$ cat src/rtl/cp0_pkg.sv
// cp0_pkg: ExcCodes, Status bit indices and sequencer states shared by CP0 and its requesters.
package cp0_pkg;
  localparam logic [4:0] EXC_INT = 5'd0;
  localparam logic [4:0] EXC_SYS = 5'd8;
  localparam logic [4:0] EXC_BRK = 5'd9;
  localparam logic [4:0] EXC_TEQ = 5'd13;
  localparam int SR_IE  = 0;
  localparam int SR_SYS = 1;
  localparam int SR_BRK = 2;
  localparam int SR_TEQ = 3;
  localparam int SR_INT = 8;
  typedef enum logic [2:0] {
    ST_IDLE = 3'd0,
    ST_EXC  = 3'd1,
    ST_VEC  = 3'd2,
    ST_RET  = 3'd3,
    ST_RRD  = 3'd4
  } state_t;
endpackage

$ cat src/rtl/cp0_exc_ctrl_irq_sync.sv
// irq_sync: two-flop synchronizer with a registered rising-edge pulse.
module irq_sync (
  input  logic clk,
  input  logic rst,
  input  logic irq,
  output logic rise
);
  logic s1, s2, s3;
  always_ff @(posedge clk) begin
    if (!rst) begin
      s1 <= 1'b0;
      s2 <= 1'b0;
      s3 <= 1'b0;
      rise <= 1'b0;
    end else begin
      s1 <= irq;
      s2 <= s1;
      s3 <= s2;
      rise <= s2 & ~s3;
    end
  end
endmodule

$ cat src/rtl/cp0_exc_ctrl.sv
// cp0_exc_ctrl: masks, prioritises and sequences exception/ERET requests towards CP0 and redirects fetch.
module cp0_exc_ctrl
  import cp0_pkg::*;
#(
  parameter logic [31:0] EXC_VECTOR = 32'h0040_0004
) (
  input  logic        clk,
  input  logic        rst,
  input  logic        instr_valid,
  input  logic [31:0] dec_pc,
  input  logic        is_syscall,
  input  logic        is_break,
  input  logic        is_teq,
  input  logic        is_eret,
  input  logic        teq_equal,
  input  logic        irq,
  input  logic [31:0] status,
  input  logic [31:0] epc_addr,
  output logic        exception,
  output logic [4:0]  cause,
  output logic [31:0] cp0_pc,
  output logic        eret,
  output logic        pc_redirect,
  output logic [31:0] redirect_target,
  output logic        stall
);
  state_t st;
  logic irq_rise, irq_pend, ie, idle;
  logic take_eret, take_sys, take_brk, take_teq, take_int, take_exc;
  logic [4:0] code;
  logic unused_ok;
  assign unused_ok = ^{status[31:9], status[7:4]};
  irq_sync u_irq_sync (.clk(clk), .rst(rst), .irq(irq), .rise(irq_rise));
  always_comb begin
    idle = st == ST_IDLE;
    ie = idle & instr_valid & status[SR_IE];
    take_eret = idle & instr_valid & is_eret;
    take_sys = ie & status[SR_SYS] & is_syscall;
    take_brk = ie & status[SR_BRK] & is_break;
    take_teq = ie & status[SR_TEQ] & is_teq & teq_equal;
    // the fresh edge counts as pending so INT is not delayed a cycle by the pend register
    take_int = ie & status[SR_INT] & (irq_pend | irq_rise) & ~(take_eret | take_sys | take_brk | take_teq);
    take_exc = take_sys | take_brk | take_teq | take_int;
    code = take_sys ? EXC_SYS : take_brk ? EXC_BRK : take_teq ? EXC_TEQ : EXC_INT;
  end
  always_ff @(posedge clk) begin
    if (!rst) begin
      st <= ST_IDLE;
      irq_pend <= 1'b0;
      exception <= 1'b0;
      cause <= 5'd0;
      cp0_pc <= 32'd0;
      eret <= 1'b0;
      pc_redirect <= 1'b0;
      redirect_target <= 32'd0;
      stall <= 1'b0;
    end else begin
      irq_pend <= (irq_pend | irq_rise) & ~take_int;
      exception <= 1'b0;
      eret <= 1'b0;
      pc_redirect <= 1'b0;
      case (st)
        ST_IDLE:
          if (take_eret) begin
            st <= ST_RET;
            eret <= 1'b1;
            stall <= 1'b1;
          end else if (take_exc) begin
            st <= ST_EXC;
            exception <= 1'b1;
            cause <= code;
            cp0_pc <= dec_pc;
            stall <= 1'b1;
          end
        ST_EXC: begin
          st <= ST_VEC;
          pc_redirect <= 1'b1;
          redirect_target <= EXC_VECTOR;
        end
        ST_RET: begin
          st <= ST_RRD;
          pc_redirect <= 1'b1;
          redirect_target <= epc_addr;
        end
        default: begin
          st <= ST_IDLE;
          stall <= 1'b0;
        end
      endcase
    end
  end
endmodule

$ cat config.mk
export PLATFORM = sky130hd
export DESIGN_NAME = cp0_exc_ctrl
export DESIGN_NICKNAME = d
export VERILOG_FILES = /design/src/rtl/cp0_pkg.sv /design/src/rtl/cp0_exc_ctrl_irq_sync.sv /design/src/rtl/cp0_exc_ctrl.sv
export SDC_FILE = /design/constraint.sdc
export NUM_CORES = 1
export LEC_CHECK = 0
export CORE_ASPECT_RATIO = 0.9
export CORE_MARGIN = 3
export CORE_UTILIZATION = 40
export CTS_CLUSTER_DIAMETER = 30
export DETAILED_ROUTE_END_ITERATION = 10
export PLACE_DENSITY = 0.85
export SYNTH_ARGS = -nofsm -noshare
export SYNTH_HDL_FRONTEND = slang
export SYNTH_HIERARCHICAL = 1
export SYNTH_SLANG_ARGS = --single-unit
$ cat constraint.sdc
create_clock -name clk -period 5.1 [get_ports clk]
set_clock_uncertainty 0.05 [all_clocks]
set_input_delay 0.765 -clock clk [delete_from_list [all_inputs] [get_ports clk]]
set_output_delay 0.765 -clock clk [all_outputs]
set_load 0.005 [all_outputs]
==> results.cfg <==
[setup_path]
r2r_cells = 4
required_ns = 5.24
startpoint_type = input port
worstSetupPathType = in2reg
path_max_fanout = 66
cp.arrival_ns = 2.54
endpoint_kind = register

[clock_network]
clk_path_buf_depth = 2
path_clk_slew_ns = 0.07
ctsResizeCount = 0
cts_tree = yes
cts_made_buffers = 9
htreeDepth = 3
post_cts_buffers = 0
hold_buffers = 0
root_buffer = clkbuf_8
clk_latency_ns = 0.33
cts.sinks = 79

[sta]
slew_headroom_pct = 28.05
fin_crit_sh_pct = 47.13
setup_tns_ns = 0
fin_hold_ws_ns = 0.4000
fmax_ghz = 0.4160
hold_viol = 0
rsz0062_at_grt = false
worst_pin_slew_ns = 1.077
layout_setup_ws_ns = 2.696
period_needed_ns = 2.404
slew_viol_final = 0
setup_viol = 0

[place]
detailedPlace.worstSlack_ns = 2.352
place_area_um2 = 4476
dp_hpwl_mm = 5.855
gp_congestion = 0.7188
port_buffers = 148

[power]
power.density_nw_per_um2 = 267.9
p_leak_nw = 1.617
power_mw = 1.255
vdd_drop_max_uv = 216.2

[yosys]
ys_seq_area_share_pct = 52.67
syn_area_um2 = 3003
syn-instance-count = 345
yosysWarnings = 6
synth_ff_type = dfxtp_1
synth_top_family_by_area = simple AND/OR/NAND/NOR gates
synth_xor_area_share_pct = 0
synth_area_leaders = dfxtp_1 (53%), nand3_1 (11%), nand2_1 (8.3%)
ys_seq_elements = 79
avgSynthCellArea_um2 = 8.704
synth-simple-area-share_pct = 23.54
synth_edf_count = 0
yosysUniqueCellTypes = 36
synth_compound_area_share_pct = 17.83
yosysTopAreaCellShare_pct = 52.67
synthMuxAreaShare_pct = 0
synth_fa_ha_area_share_pct = 0
async_flop_share_pct = 0
synth_area_leader_cell = dfxtp_1

[worst_hold_path]
min_delay_path_depth = 1
hold_path_class = reg2reg

[global_routing]
first_global_vias = 2654
grt.total_usage_pct = 18.27
grt-ovfl-total = 0
grt_first_pass_wirelength_mm = 12.77
antenna_found_initial = 0
grt_max_degree = 67

[die]
ioPinCount = 178
die_y_um = 88.20
initial_utilization_pct = 41.80
rows = 29
coreArea_um2 = 7184
die_w_um = 97.33
dieArea_um2 = 8584

[drt]
wl_per_cell_um = 14.36
drc = 0
drt-pass1-iter-count = 4
vias_per_cell = 4.929
wirelength_mm = 8.258
dr.first_iter.drc_count = 106
ant_nets = 0
vias = 2834

[cells_and_area]
design_area_um2 = 4684
syn2layout_area_growth_pct = 56.00
layout_commonest_cell = clkdlybuf4s50_1
drive_gt1_share_pct = 5.394
num_antenna_cells = 0
final_cell_mix = clkdlybuf4s50_1 (147), dfxtp_1 (79), nand2_1 (66)
nets = 582

[run_status]
status = finished clean

[run]
cap_violations = 0
## cell families after synthesis
| group | count (synthesis) |
|---|---|
| AO/OA/AOI/OAI | 81 |
| buffers and inverters | 34 |
| flip-flops | 79 |
| other | 1 |
| AND/OR/NAND/NOR | 150 |
## Yosys cell counts (all sizes together), types with 2 or more instances
cell type,number
nand3b,3
a22oi,2
o211a,2
clkbuf,24
nand2,66
nand3,64
inv,2
and2,5
o21ai,36
a21boi,31
and3,2
dfxtp,79
nor2b,2
a31oi,2
buf,8
nor2,2
## routing by layer
metal	global-route usage [%]	vias to the layer above	routed length, um
li1	-	1448	-
met1	20.95	1307	3510
met3	5.732	8	376
met5	0	-	0
met4	5.409	0	114
met2	33.21	71	4257
## area by class of cell
class	count	area [um^2]
flip-flops and latches	79	1582
clock buffers	12	155.1
clock inverters	4	53.80
fillers	618	2500
repair buffers	152	1506
well taps	93	116.4
multi-input cells	233	1264
inverters	2	7.507
## stage by stage
step | util [%] | instances
3_3_place_gp | 62.30 | 559
2_1_floorplan | - | 346
3_5_place_dp | 62.30 | 559
5_1_grt | 65.20 | 575
6_report | 65.20 | 575
4_1_cts | 65.20 | 575
## critical path, stage by stage
cell             delay [ns]
clkdlybuf4s50_1        0.49
nand3b_1               0.28
a311oi_4               0.28
buf_4                  0.50
o21ai_0                0.20
## sequential cells by signal, indices dropped and copies added, names as in the netlist
| signal | cells |
|---|---|
| u_irq_sync/rise | 1 |
| u_irq_sync/s3 | 1 |
| redirect_target | 32 |
| stall | 1 |
| cause | 3 |
| irq_pend | 1 |
| u_irq_sync/s1 | 1 |
| exception | 1 |
| eret | 1 |
| cp0_pc | 32 |
| pc_redirect | 1 |
| st | 3 |
| u_irq_sync/s2 | 1 |
## power by group
group | switching, mW | total, mW | leakage [nW] | internal, mW
logic | 0.0585 | 0.146 | 0.879 | 0.0871
registers | 0.00680 | 0.637 | 0.639 | 0.630
clock network | 0.218 | 0.472 | 0.0988 | 0.254
## path summary, 6_finish.rpt
kind | startpoint | endpoint | slack (ns)
setup / recovery | is_eret | cp0_pc[9] | 2.70
hold / removal | u_irq_sync/s1 | u_irq_sync/s2 | 0.40
setup reg to reg | st[2] | cp0_pc[9] | 3.19
hold reg to reg | u_irq_sync/s1 | u_irq_sync/s2 | 0.40
(Power assumes the default switching activity.)
